[src/rtl/uart_tx_feeder_if.sv]
// Producer stream and UART-writer handshake bundle for uart_tx_feeder.
// slave = the feeder itself; master = the producer/writer environment.
interface uart_tx_feeder_if #(
  parameter int ADDR_W = 4
);
  logic [7:0]    in_data;
  logic          in_valid;
  logic          in_sof;
  logic          in_ready;
  logic          overflow;
  logic [ADDR_W:0] fifo_level;
  logic          wr;
  logic [7:0]    tx_data;
  logic          tx_busy;
  logic          idle;

  modport slave (
    input  in_data, in_valid, in_sof, tx_busy,
    output in_ready, overflow, fifo_level, wr, tx_data, idle
  );

  modport master (
    output in_data, in_valid, in_sof, tx_busy,
    input  in_ready, overflow, fifo_level, wr, tx_data, idle
  );
endinterface

[src/rtl/uart_tx_feeder.sv]
// Byte FIFO feeding a level-sensitive WR/busy UART writer, one byte per handshake.
// Optional sync header before sof-tagged bytes: define UART_TX_FEEDER_SYNC_HDR_EN.
module uart_tx_feeder #(
  parameter int          DEPTH       = 16,
  parameter int          ADDR_W      = 4,
  parameter int          GAP_CYCLES  = 4,
  parameter int          ARM_TIMEOUT = 64,
  parameter logic [7:0]  HDR0        = 8'hA5,
  parameter logic [7:0]  HDR1        = 8'h5A
) (
  input  logic            clk,
  input  logic            rst,
  uart_tx_feeder_if.slave bus
);

  localparam int TMAX = (ARM_TIMEOUT > GAP_CYCLES) ? ARM_TIMEOUT : GAP_CYCLES;
  localparam int TW   = $clog2(TMAX);

  typedef enum logic [1:0] {S_IDLE, S_ARM, S_HOLD, S_GAP} state_t;

  // ---------------- FIFO ----------------
  logic [8:0]        mem [DEPTH];
  logic [ADDR_W-1:0] wr_ptr, rd_ptr;
  logic [ADDR_W:0]   level;
  logic              overflow_q;
  logic              push, pop, fifo_empty;
  logic [8:0]        head;

  assign bus.in_ready   = (level != (ADDR_W+1)'(DEPTH));
  assign push           = bus.in_valid && bus.in_ready;
  assign fifo_empty     = (level == '0);
  assign head           = mem[rd_ptr];
  assign bus.fifo_level = level;
  assign bus.overflow   = overflow_q;

  // NOTE: storage has no reset; the level/pointers define which entries are live.
  always_ff @(posedge clk) begin
    if (push) mem[wr_ptr] <= {bus.in_sof, bus.in_data};
  end

  always_ff @(posedge clk) begin
    if (rst) begin
      wr_ptr     <= '0;
      rd_ptr     <= '0;
      level      <= '0;
      overflow_q <= 1'b0;
    end else begin
      if (push) wr_ptr <= wr_ptr + 1'b1;
      if (pop)  rd_ptr <= rd_ptr + 1'b1;
      case ({push, pop})
        2'b10:   level <= level + 1'b1;
        2'b01:   level <= level - 1'b1;
        default: level <= level;
      endcase
      if (bus.in_valid && !bus.in_ready) overflow_q <= 1'b1;
    end
  end

  // ---------------- handshake FSM ----------------
  state_t          state_q, state_n;
  logic            wr_q, wr_n;
  logic [7:0]      tx_q, tx_n;
  logic [TW-1:0]   timer_q, timer_n;
  logic            retry_q, retry_n;

`ifdef UART_TX_FEEDER_SYNC_HDR_EN
  // Payload waits here while HDR0/HDR1 go out; hdr_left counts bytes still owed.
  logic [7:0] pend_q, pend_n;
  logic [1:0] hdr_left_q, hdr_left_n;

  always_ff @(posedge clk) begin
    if (rst) begin
      pend_q     <= 8'h00;
      hdr_left_q <= 2'd0;
    end else begin
      pend_q     <= pend_n;
      hdr_left_q <= hdr_left_n;
    end
  end
`else
  logic unused_hdr;
  assign unused_hdr = ^{HDR0, HDR1, head[8]};
`endif

  always_ff @(posedge clk) begin
    if (rst) begin
      state_q <= S_IDLE;
      wr_q    <= 1'b0;
      tx_q    <= 8'h00;
      timer_q <= '0;
      retry_q <= 1'b0;
    end else begin
      state_q <= state_n;
      wr_q    <= wr_n;
      tx_q    <= tx_n;
      timer_q <= timer_n;
      retry_q <= retry_n;
    end
  end

  // NOTE: every output of this block is defaulted first so no path infers a latch.
  always_comb begin
    state_n = state_q;
    wr_n    = wr_q;
    tx_n    = tx_q;
    timer_n = timer_q;
    retry_n = retry_q;
    pop     = 1'b0;
`ifdef UART_TX_FEEDER_SYNC_HDR_EN
    pend_n     = pend_q;
    hdr_left_n = hdr_left_q;
`endif
    case (state_q)
      S_IDLE: begin
        if (!fifo_empty) begin
          pop     = 1'b1;
          wr_n    = 1'b1;
          timer_n = '0;
          state_n = S_ARM;
`ifdef UART_TX_FEEDER_SYNC_HDR_EN
          if (head[8]) begin
            tx_n       = HDR0;
            pend_n     = head[7:0];
            hdr_left_n = 2'd2;
          end else begin
            tx_n = head[7:0];
          end
`else
          tx_n = head[7:0];
`endif
        end
      end
      S_ARM: begin
        if (bus.tx_busy) begin
          state_n = S_HOLD;
        end else if (timer_q == TW'(ARM_TIMEOUT - 1)) begin
          wr_n    = 1'b0;
          retry_n = 1'b1;
          timer_n = '0;
          state_n = S_GAP;
        end else begin
          timer_n = timer_q + 1'b1;
        end
      end
      S_HOLD: begin
        if (!bus.tx_busy) begin
          wr_n    = 1'b0;
          timer_n = '0;
          state_n = S_GAP;
        end
      end
      S_GAP: begin
        if (timer_q == TW'(GAP_CYCLES - 1)) begin
          timer_n = '0;
          if (retry_q) begin
            // Re-present the same byte; nothing is popped.
            retry_n = 1'b0;
            wr_n    = 1'b1;
            state_n = S_ARM;
          end
`ifdef UART_TX_FEEDER_SYNC_HDR_EN
          else if (hdr_left_q != 2'd0) begin
            tx_n       = (hdr_left_q == 2'd2) ? HDR1 : pend_q;
            hdr_left_n = hdr_left_q - 1'b1;
            wr_n       = 1'b1;
            state_n    = S_ARM;
          end
`endif
          else begin
            state_n = S_IDLE;
          end
        end else begin
          timer_n = timer_q + 1'b1;
        end
      end
      default: state_n = S_IDLE;
    endcase
  end

  assign bus.wr      = wr_q;
  assign bus.tx_data = tx_q;
  assign bus.idle    = (state_q == S_IDLE) && fifo_empty;

endmodule
[src/flat_wrapper.sv]
// flat-port wrapper written by rule: the top's interface ports become plain ports
module uart_tx_feeder_flat 
#(
  parameter int          DEPTH       = 16,
  parameter int          ADDR_W      = 4,
  parameter int          GAP_CYCLES  = 4,
  parameter int          ARM_TIMEOUT = 64,
  parameter logic [7:0]  HDR0        = 8'hA5,
  parameter logic [7:0]  HDR1        = 8'h5A
)
  (clk, rst, bus_in_data, bus_in_valid, bus_in_sof, bus_tx_busy, bus_in_ready, bus_overflow, bus_fifo_level, bus_wr, bus_tx_data, bus_idle);
  uart_tx_feeder_if #(.ADDR_W(ADDR_W)) bus_i ();
  input  logic clk;
  input  logic rst;
  input wire logic [$bits(bus_i.in_data)-1:0] bus_in_data;
  input wire logic [$bits(bus_i.in_valid)-1:0] bus_in_valid;
  input wire logic [$bits(bus_i.in_sof)-1:0] bus_in_sof;
  input wire logic [$bits(bus_i.tx_busy)-1:0] bus_tx_busy;
  output wire logic [$bits(bus_i.in_ready)-1:0] bus_in_ready;
  output wire logic [$bits(bus_i.overflow)-1:0] bus_overflow;
  output wire logic [$bits(bus_i.fifo_level)-1:0] bus_fifo_level;
  output wire logic [$bits(bus_i.wr)-1:0] bus_wr;
  output wire logic [$bits(bus_i.tx_data)-1:0] bus_tx_data;
  output wire logic [$bits(bus_i.idle)-1:0] bus_idle;
  assign bus_i.in_data = bus_in_data;
  assign bus_i.in_valid = bus_in_valid;
  assign bus_i.in_sof = bus_in_sof;
  assign bus_i.tx_busy = bus_tx_busy;
  assign bus_in_ready = bus_i.in_ready;
  assign bus_overflow = bus_i.overflow;
  assign bus_fifo_level = bus_i.fifo_level;
  assign bus_wr = bus_i.wr;
  assign bus_tx_data = bus_i.tx_data;
  assign bus_idle = bus_i.idle;
  uart_tx_feeder #(.DEPTH(DEPTH), .ADDR_W(ADDR_W), .GAP_CYCLES(GAP_CYCLES), .ARM_TIMEOUT(ARM_TIMEOUT), .HDR0(HDR0), .HDR1(HDR1)) u_core (.clk(clk), .rst(rst), .bus(bus_i));
endmodule
[config.mk]
export PLATFORM = sky130hd
export DESIGN_NAME = uart_tx_feeder_flat
export DESIGN_NICKNAME = d
export VERILOG_FILES = /design/src/rtl/uart_tx_feeder_if.sv /design/src/rtl/uart_tx_feeder.sv /design/src/flat_wrapper.sv
export SDC_FILE = /design/constraint.sdc
export NUM_CORES = 1
export LEC_CHECK = 0
export CAP_MARGIN = 20
export CORE_MARGIN = 2
export CORE_UTILIZATION = 25
export CTS_BUF_LIST = sky130_fd_sc_hd__clkbuf_4 sky130_fd_sc_hd__clkbuf_8
export CTS_CLUSTER_SIZE = 30
export DETAILED_ROUTE_END_ITERATION = 16
export MAX_ROUTING_LAYER = met4
export PLACE_DENSITY = 0.39
export SETUP_SLACK_MARGIN = 0.02
export SYNTH_ARGS = -nofsm -noshare
export SYNTH_HDL_FRONTEND = slang
export SYNTH_SLANG_ARGS = --single-unit
[constraint.sdc]
create_clock -name clk -period 4.26 [get_ports clk]
set_input_delay 0.426 -clock clk [delete_from_list [all_inputs] [get_ports clk]]
set_output_delay 0.426 -clock clk [all_outputs]
set_load 0.01 [all_outputs]
==> reports/metrics.json, run 1 <==
{
  "pin_count_of_the_biggest_net_entering_global_routing": {"value": 34},
  "fin_total_pwr": {"value": 4470, "unit": "µW"},
  "post-route-min-period": {"value": 2.87, "unit": "ns"},
  "critical_setup_path_kind": {"value": "register to register"},
  "worstReg2RegStart": {"value": "u_core.bus.fifo_level[2]$_SDFFE_PP0P_"},
  "cts_buffers": {"value": 17},
  "die_w": {"value": 168, "unit": "µm"},
  "leakagePower": {"value": 0.00239, "unit": "µW"},
  "post_synthesis_average_cell_area": {"value": 15.2, "unit": "µm²"},
  "critical_path.cell_chain": {"value": "nor4_4 -> a21boi_2 -> inv_1 -> ha_1 -> xor2_1 -> ha_1 -> a21o_1 -> nand3_1 -> a31oi_1 -> xnor2_1 -> nor2_1"},
  "synth_seq_cells": {"value": 160},
  "slowest_delay": {"value": 0.53, "unit": "ns"},
  "report.final.hold_viol_count": {"value": 0},
  "globalRoute.totalOverflow": {"value": 0},
  "synth_top_area_cell": {"value": "sky130_fd_sc_hd__edfxtp_1"},
  "critPathCapture": {"value": "u_core.bus.fifo_level[4]$_SDFFE_PP0P_"},
  "holdCritPathClass": {"value": "register to register"},
  "yosysWarningCount": {"value": 0},
  "clock-skew-final": {"value": 0.0124, "unit": "ns"},
  "remaining_antenna_violation_count": {"value": 0},
  "setup_violations": {"value": 0},
  "dp.final_hpwl": {"value": 10000, "unit": "µm"},
  "layout.cells.most_common": {"value": "sky130_fd_sc_hd__edfxtp_1"},
  "met3RoutedLength": {"value": 402, "unit": "µm"},
  "initial_utilization": {"value": 25.5, "unit": "%"},
  "drt-initial-drc-count": {"value": 275},
  "dieHeight": {"value": 168, "unit": "µm"},
  "cts_resized": {"value": 0},
  "netlist-cell-type-count": {"value": 44},
  "cts_root_buffer": {"value": "sky130_fd_sc_hd__clkbuf_8"},
  "crit_start": {"value": "u_core.bus.fifo_level[2]$_SDFFE_PP0P_"},
  "postCtsSetupRepairBufs": {"value": 0},
  "all_layer_global_routing_usage": {"value": 12.0, "unit": "%"},
  "cts.sinks": {"value": 160},
  "rr_endpoint": {"value": "u_core.bus.fifo_level[4]$_SDFFE_PP0P_"},
  "power-per-cell-area": {"value": 575, "unit": "nW/µm²"},
  "io_buffer_count": {"value": 28},
  "synth.net_count": {"value": 466},
  "grt_setup_unrepaired": {"value": "false"},
  "netlist_area": {"value": 6690, "unit": "µm²"},
  "routabilityCongestion": {"value": 0.724},
  "global_route_wire_length_before_repair": {"value": 23500, "unit": "µm"},
  "rr_worst_depth": {"value": 11},
  "num_io_pins": {"value": 30},
  "end_kind": {"value": "register"},
  "netlist_instances": {"value": 439},
  "grt_antenna_before_repair": {"value": 0},
  "num-nets-final": {"value": 499},
  "synth.yosys.seq_area_share": {"value": 67.0, "unit": "%"},
  "route.vias.total": {"value": 3650},
  "regToRegSetupSlack": {"value": 1.39, "unit": "ns"},
  "timing.final.ws_setup": {"value": 1.39, "unit": "ns"},
  "die_area": {"value": 28100, "unit": "µm²"},
  "cp_data_arrival_time": {"value": 3.19, "unit": "ns"},
  "area.growth.synth_to_final": {"value": 16.2, "unit": "%"},
  "top_layer_used": {"value": "met4"},
  "cts_buffer_depth": {"value": 2},
  "detail_route.drc_violations": {"value": 0},
  "worst_slew_pin_slew": {"value": 0.995, "unit": "ns"},
  "layout_common_cells": {"value": "sky130_fd_sc_hd__edfxtp_1, sky130_fd_sc_hd__nor2_1, sky130_fd_sc_hd__mux2i_1"},
  "rows": {"value": 59},
  "route.met2.wl": {"value": 7650, "unit": "µm"},
  "clock_latency_late_sink": {"value": 0.45, "unit": "ns"},
  "placeableCoreArea": {"value": 26200, "unit": "µm²"},
  "period_share": {"value": 67.4, "unit": "%"},
  "path_common_cell": {"value": "sky130_fd_sc_hd__ha_1"},
  "status": {"value": "completed"},
  "drive_gt1_share": {"value": 16.7, "unit": "%"},
  "kind_of_start_point_of_the_critical_path": {"value": "register"},
  "drv.max_cap_violation_count": {"value": 0},
  "hold_ws": {"value": 0.485, "unit": "ns"},
  "routed_via_density": {"value": 4.45},
  "cts_hold_buffers": {"value": 0},
  "synth_area_leaders": {"value": "sky130_fd_sc_hd__edfxtp_1, sky130_fd_sc_hd__dfxtp_1, sky130_fd_sc_hd__mux2i_1"},
  "fmaxAchievable": {"value": 348, "unit": "MHz"},
  "detail_route.wirelength.met1": {"value": 7120, "unit": "µm"},
  "drt_first_pass_iters": {"value": 4},
  "slew_headroom": {"value": 33.4, "unit": "%"},
  "worst_path_max_delay_cell": {"value": "sky130_fd_sc_hd__nor4_4"},
  "fin_util": {"value": 29.7, "unit": "%"},
  "synth_largest_type_area_fraction": {"value": 57.4, "unit": "%"},
  "finalMaxSlewViolations": {"value": 0},
  "placement.setup.worst_slack": {"value": 1.24, "unit": "ns"},
  "vias_in_the_first_global_route": {"value": 3786},
  "routed_wire_length_per_instance": {"value": 18.8, "unit": "µm"},
  "routed_wl": {"value": 15400, "unit": "µm"},
  "timing.critical_path.required": {"value": 4.58, "unit": "ns"},
  "cts_tree": {"value": "done"},
  "path_clk_slew": {"value": 0.09, "unit": "ns"},
  "cts.htree.levels": {"value": 4},
  "crit_path_max_fanout": {"value": 9},
  "antennaDiodeCount": {"value": 0},
  "setup-tns-final": {"value": 0, "unit": "ns"},
  "power.ir.vdd_worst": {"value": 0.179, "unit": "mV"}
}
[synthesized netlist by cell type, drive strengths merged]
master and count:
a31oi 5, nand4 3, nand2b 7, nor2 36, dfxtp 32, mux4 16
xor2 8, a21bo 1, a311oi 9, o211ai 1, a2111oi 1, nand2 28
a211o 1, a221oi 1, a21oi 10, or3b 1, o41ai 1, xnor2 4
inv 8, nor4 1, a211oi 8, o22ai 16, nand3b 3, o21ai 6
nor2b 6, a21o 1, clkbuf 9, nand3 9, or3 2, edfxtp 128
and3 2, and3b 1, mux2i 36, a21boi 3, ha 14, nor3 8
buf 13
[power by group]
group	switching [µW]	internal [µW]	total, µW
logic	757	595	1350
registers	126	1810	1940
clock network	593	589	1180
[metrics by stage]
stage          cells  area (µm²)
3_5_place_dp     788        7360
4_1_cts          820        7780
2_1_floorplan    439        6690
3_3_place_gp     788        7360
6_report         820        7780
5_1_grt          820        7780
[worst min path at each step]
stage | start | to | depth (start not counted)
final | u_core.timer_q[1]$_SDFFE_PP0P_ | u_core.timer_q[1]$_SDFFE_PP0P_ | 2
after global routing | u_core.timer_q[1]$_SDFFE_PP0P_ | u_core.timer_q[1]$_SDFFE_PP0P_ | 2
after CTS | u_core.timer_q[1]$_SDFFE_PP0P_ | u_core.timer_q[1]$_SDFFE_PP0P_ | 2
after detailed placement | u_core.bus.overflow$_SDFFE_PP0P_ | u_core.bus.overflow$_SDFFE_PP0P_ | 2
after global placement | u_core.bus.overflow$_SDFFE_PP0P_ | u_core.bus.overflow$_SDFFE_PP0P_ | 2
after floorplan | u_core.timer_q[1]$_SDFFE_PP0P_ | u_core.timer_q[1]$_SDFFE_PP0P_ | 2
[per-layer routing]
layer	vias to the layer above	track usage, %
met3	11	2.74
met2	56	19.5
met5	-	-
met1	1836	14.8
met4	0	3.71
li1	1747	-
[worst max-delay path, delay by kind of cell, from the launching register on]
kind / cells / cell delay, ns
DFF: 1 / 0.41
adders and majority gates: 2 / 0.58
xor gates and xnor gates: 2 / 0.32
AOI/OAI and AO/OA: 3 / 0.64
and+or+nand+nor: 3 / 0.66
buffers and inverters: 1 / 0.14
[area by class of cell]
cell class	count	area, µm²
multi-input cells	249	2080
fillers	2606	18400
repair buffers	36	353
clock inverters	15	179
flip-flops and latches	160	4490
inverters	8	30.0
clock buffers	17	234
well taps	335	419
[cells by family (layout without fill, tap and decap cells)]
logic type | count (synthesis) | in the layout | share of synthesized area (%)
AO/OA/AOI/OAI | 64 | 64 | 8.21
XOR/XNOR | 12 | 12 | 1.57
adder cells (fa/ha/maj) | 14 | 14 | 2.62
buffers and inverters | 30 | 76 | 1.98
flip-flops | 160 | 160 | 67.0
multiplexers | 52 | 52 | 10.8
AND/OR/NAND/NOR | 107 | 107 | 7.87
[flip-flops by register name, indices dropped and copies added (netlist names)]
| name | cells |
|---|---|
| u_core.retry_q | 1 |
| u_core.wr_ptr | 4 |
| u_core.timer_q | 6 |
| u_core.state_q | 2 |
| u_core.mem | 128 |
| u_core.bus.wr | 1 |
| u_core.rd_ptr | 4 |
| u_core.bus.fifo_level | 5 |
| u_core.bus.tx_data | 8 |
| u_core.bus.overflow | 1 |
Note: power is estimated with default switching activity, not from simulation.
==> inputs of run 2 (changes only) <==
clock period = 2.7 ns   (was 4.26 ns; I/O delays follow)
==> reports/metrics.json, run 2 (synthesis gave the netlist of run 1 again) <==
{
  "cts_buffer_depth": {"value": 2, "change": "unchanged"},
  "drv.max_cap_violation_count": {"value": 0, "change": "unchanged"},
  "dpl.cell_count": {"value": 811, "change": "+2.9%"},
  "layout_common_cells": {"value": "sky130_fd_sc_hd__edfxtp_1, sky130_fd_sc_hd__nor2_1, sky130_fd_sc_hd__mux2i_1"},
  "largest_register_ffs": {"value": 128, "change": "unchanged"},
  "cp_data_arrival_time": {"value": 2.10, "unit": "ns", "change": "-1.09 ns"},
  "cts.htree.levels": {"value": 4, "change": "unchanged"},
  "max_flop_register": {"value": "u_core.mem"},
  "drt-initial-drc-count": {"value": 229, "change": "-17%"},
  "num_io_pins": {"value": 30, "change": "unchanged"},
  "final.fill_count": {"value": 2605, "change": "-0.038%"},
  "rows": {"value": 59, "change": "unchanged"},
  "postCtsSetupRepairBufs": {"value": 0, "change": "unchanged"},
  "post-route-cell-area": {"value": 7950, "unit": "µm²", "change": "+2.2%"},
  "dp.final_hpwl": {"value": 10500, "unit": "µm", "change": "+4.8%"},
  "global_route_wire_length_before_repair": {"value": 23700, "unit": "µm", "change": "+1.0%"},
  "die_w": {"value": 168, "unit": "µm", "change": "unchanged"},
  "leakagePower": {"value": 0.00251, "unit": "µW", "change": "+4.8%"},
  "path_clk_slew": {"value": 0.09, "unit": "ns", "change": "about the same"},
  "fin_util": {"value": 30.3, "unit": "%", "change": "+0.66 points"},
  "routabilityCongestion": {"value": 0.746, "change": "+3.0%"},
  "min_to": {"value": "u_core.timer_q[1]$_SDFFE_PP0P_"},
  "critPathTopFamily": {"value": "buffers and inverters"},
  "layout.cells.most_common": {"value": "sky130_fd_sc_hd__edfxtp_1"},
  "grt_setup_unrepaired": {"value": "false"},
  "die_area": {"value": 28100, "unit": "µm²", "change": "unchanged"},
  "remaining_antenna_violation_count": {"value": 0, "change": "unchanged"},
  "detail_route.drc_violations": {"value": 0, "change": "unchanged"},
  "slew_headroom": {"value": 48.9, "unit": "%", "change": "+15 points"},
  "setup-tns-final": {"value": 0, "unit": "ns", "change": "unchanged"},
  "fin_total_pwr": {"value": 7110, "unit": "µW", "change": "+59%"},
  "slowest_delay": {"value": 0.52, "unit": "ns", "change": "about the same"},
  "period_share": {"value": 87.6, "unit": "%"},
  "critical_path.cell_chain": {"value": "nor4_4 -> buf_4 -> nand2_2 -> inv_1 -> clkdlybuf4s50_1"},
  "antennaDiodeCount": {"value": 0, "change": "unchanged"},
  "num-nets-final": {"value": 522, "change": "+4.6%"},
  "clock_latency_late_sink": {"value": 0.46, "unit": "ns", "change": "about the same"},
  "globalRoute.totalOverflow": {"value": 0, "change": "unchanged"},
  "worst_slew_pin_slew": {"value": 0.764, "unit": "ns", "change": "-0.230 ns"},
  "critical_setup_path_kind": {"value": "register to primary output"},
  "end_kind": {"value": "primary output"},
  "report.final.hold_viol_count": {"value": 0, "change": "unchanged"},
  "whs_path_depth": {"value": 2, "change": "unchanged"},
  "vias_in_the_first_global_route": {"value": 3871, "change": "+2.2%"},
  "initial_utilization": {"value": 25.5, "unit": "%", "change": "unchanged"},
  "timing.critical_path.required": {"value": 2.43, "unit": "ns", "change": "-2.15 ns"},
  "worst_path_max_delay_cell": {"value": "sky130_fd_sc_hd__clkdlybuf4s50_1"},
  "routed_wire_length_per_instance": {"value": 18.6, "unit": "µm", "change": "-0.88%"},
  "regToRegSetupSlack": {"value": 0.39, "unit": "ns", "change": "-1.00 ns"},
  "setup_violations": {"value": 0, "change": "unchanged"},
  "finalMaxSlewViolations": {"value": 0, "change": "unchanged"},
  "route.vias.total": {"value": 3795, "change": "+4.0%"},
  "rr_endpoint": {"value": "u_core.bus.fifo_level[2]$_SDFFE_PP0P_"},
  "dieHeight": {"value": 168, "unit": "µm", "change": "unchanged"},
  "power.ir.vdd_worst": {"value": 0.240, "unit": "mV", "change": "+34%"},
  "pin_count_of_the_biggest_net_entering_global_routing": {"value": 34, "change": "unchanged"},
  "crit_path_max_fanout": {"value": 8, "change": "-1"},
  "area.growth.synth_to_final": {"value": 18.8, "unit": "%"},
  "drive_gt1_share": {"value": 21.1, "unit": "%", "change": "+4.4 points"},
  "layout.cells.non_filler": {"value": 843, "change": "+2.8%"},
  "holdCritPathClass": {"value": "register to register"},
  "min_from": {"value": "u_core.timer_q[1]$_SDFFE_PP0P_"},
  "worstReg2RegStart": {"value": "u_core.bus.fifo_level[2]$_SDFFE_PP0P_"},
  "placeableCoreArea": {"value": 26200, "unit": "µm²", "change": "unchanged"},
  "routed_via_density": {"value": 4.50, "change": "+1.1%"},
  "cts_root_buffer": {"value": "sky130_fd_sc_hd__clkbuf_8"},
  "fmaxAchievable": {"value": 423, "unit": "MHz"},
  "all_layer_global_routing_usage": {"value": 12.1, "unit": "%", "change": "+0.12 points"},
  "kind_of_start_point_of_the_critical_path": {"value": "register"},
  "dpl_cell_area": {"value": 7540, "unit": "µm²", "change": "+2.3%"},
  "drt_first_pass_iters": {"value": 4, "change": "unchanged"},
  "cts_buffers": {"value": 17, "change": "unchanged"},
  "io_buffer_count": {"value": 28, "change": "unchanged"},
  "grt_antenna_before_repair": {"value": 0, "change": "unchanged"},
  "cts_hold_buffers": {"value": 0, "change": "unchanged"},
  "clock-skew-final": {"value": 0.0240, "unit": "ns", "change": "+0.0116 ns"},
  "cts.sinks": {"value": 160, "change": "unchanged"},
  "cts_resized": {"value": 0, "change": "unchanged"},
  "cts_tree": {"value": "done"},
  "rr_worst_depth": {"value": 10, "change": "-1"},
  "status": {"value": "completed"},
  "routed_wl": {"value": 15700, "unit": "µm", "change": "+1.9%"},
  "critical_path.n_buffers_inverters": {"value": 3, "change": "+2"},
  "power-per-cell-area": {"value": 895, "unit": "nW/µm²", "change": "+56%"},
  "post-route-min-period": {"value": 2.37, "unit": "ns"}
}
-- run 2: through the flow --
step,setup slack [ns],hold WS [ns]
2_1_floorplan,0.0277,0.336
3_3_place_gp,0.333,0.451
3_5_place_dp,0.320,0.468
4_1_cts,0.274,0.447
5_1_grt,0.183,0.485
6_report,0.334,0.486
-- run 2: worst reg2reg max path, delay by kind of cell, from the launching register on --
family	cells	cell delay (ns)
AOI/OAI and AO/OA	3	0.32
xor gates and xnor gates	2	0.33
adders and majority gates	2	0.41
buffers and inverters	1	0.08
DFF	1	0.40
and+or+nand+nor	2	0.71
-- run 2: how the worst max path moves through the flow --
stage	to	startpoint	cells after the start	slack [ns]
final	bus_idle	u_core.bus.fifo_level[2]$_SDFFE_PP0P_	5	0.33
after floorplan	u_core.bus.fifo_level[2]$_SDFFE_PP0P_	u_core.bus.fifo_level[2]$_SDFFE_PP0P_	11	0.03
after CTS	bus_idle	u_core.bus.fifo_level[2]$_SDFFE_PP0P_	5	0.27
after global placement	u_core.bus.fifo_level[4]$_SDFFE_PP0P_	bus_in_valid	11	0.33
after global routing	u_core.bus.fifo_level[4]$_SDFFE_PP0P_	u_core.bus.fifo_level[2]$_SDFFE_PP0P_	11	0.18
after detailed placement	u_core.bus.fifo_level[2]$_SDFFE_PP0P_	bus_in_valid	10	0.32
-- run 2: power breakdown --
| group | internal [µW] | switching [µW] |
|---|---|---|
| sequential | 2860 | 185 |
| combinational | 998 | 1230 |
| clock | 867 | 970 |
| total | 4720 | 2390 |
-- run 2: layer usage --
layer  GRT usage [%]  up-vias  share of wire (%)
li1                -     1792                  -
met1            15.0     1944                 46
met2            19.3       46                 49
met3            3.14       13                3.4
met4            3.82        0                1.6
met5               -        -                  0
-- run 2: cell type report --
| class | instances | area, µm² | area share [%] |
|---|---|---|---|
| clock inverters | 14 | 173 | 2.17 |
| well taps | 335 | 419 | 5.27 |
| multi-input cells | 249 | 2080 | 26.1 |
| clock buffers | 18 | 241 | 3.04 |
| repair buffers | 59 | 526 | 6.61 |
| flip-flops and latches | 160 | 4490 | 56.4 |
| inverters | 8 | 30.0 | 0.378 |
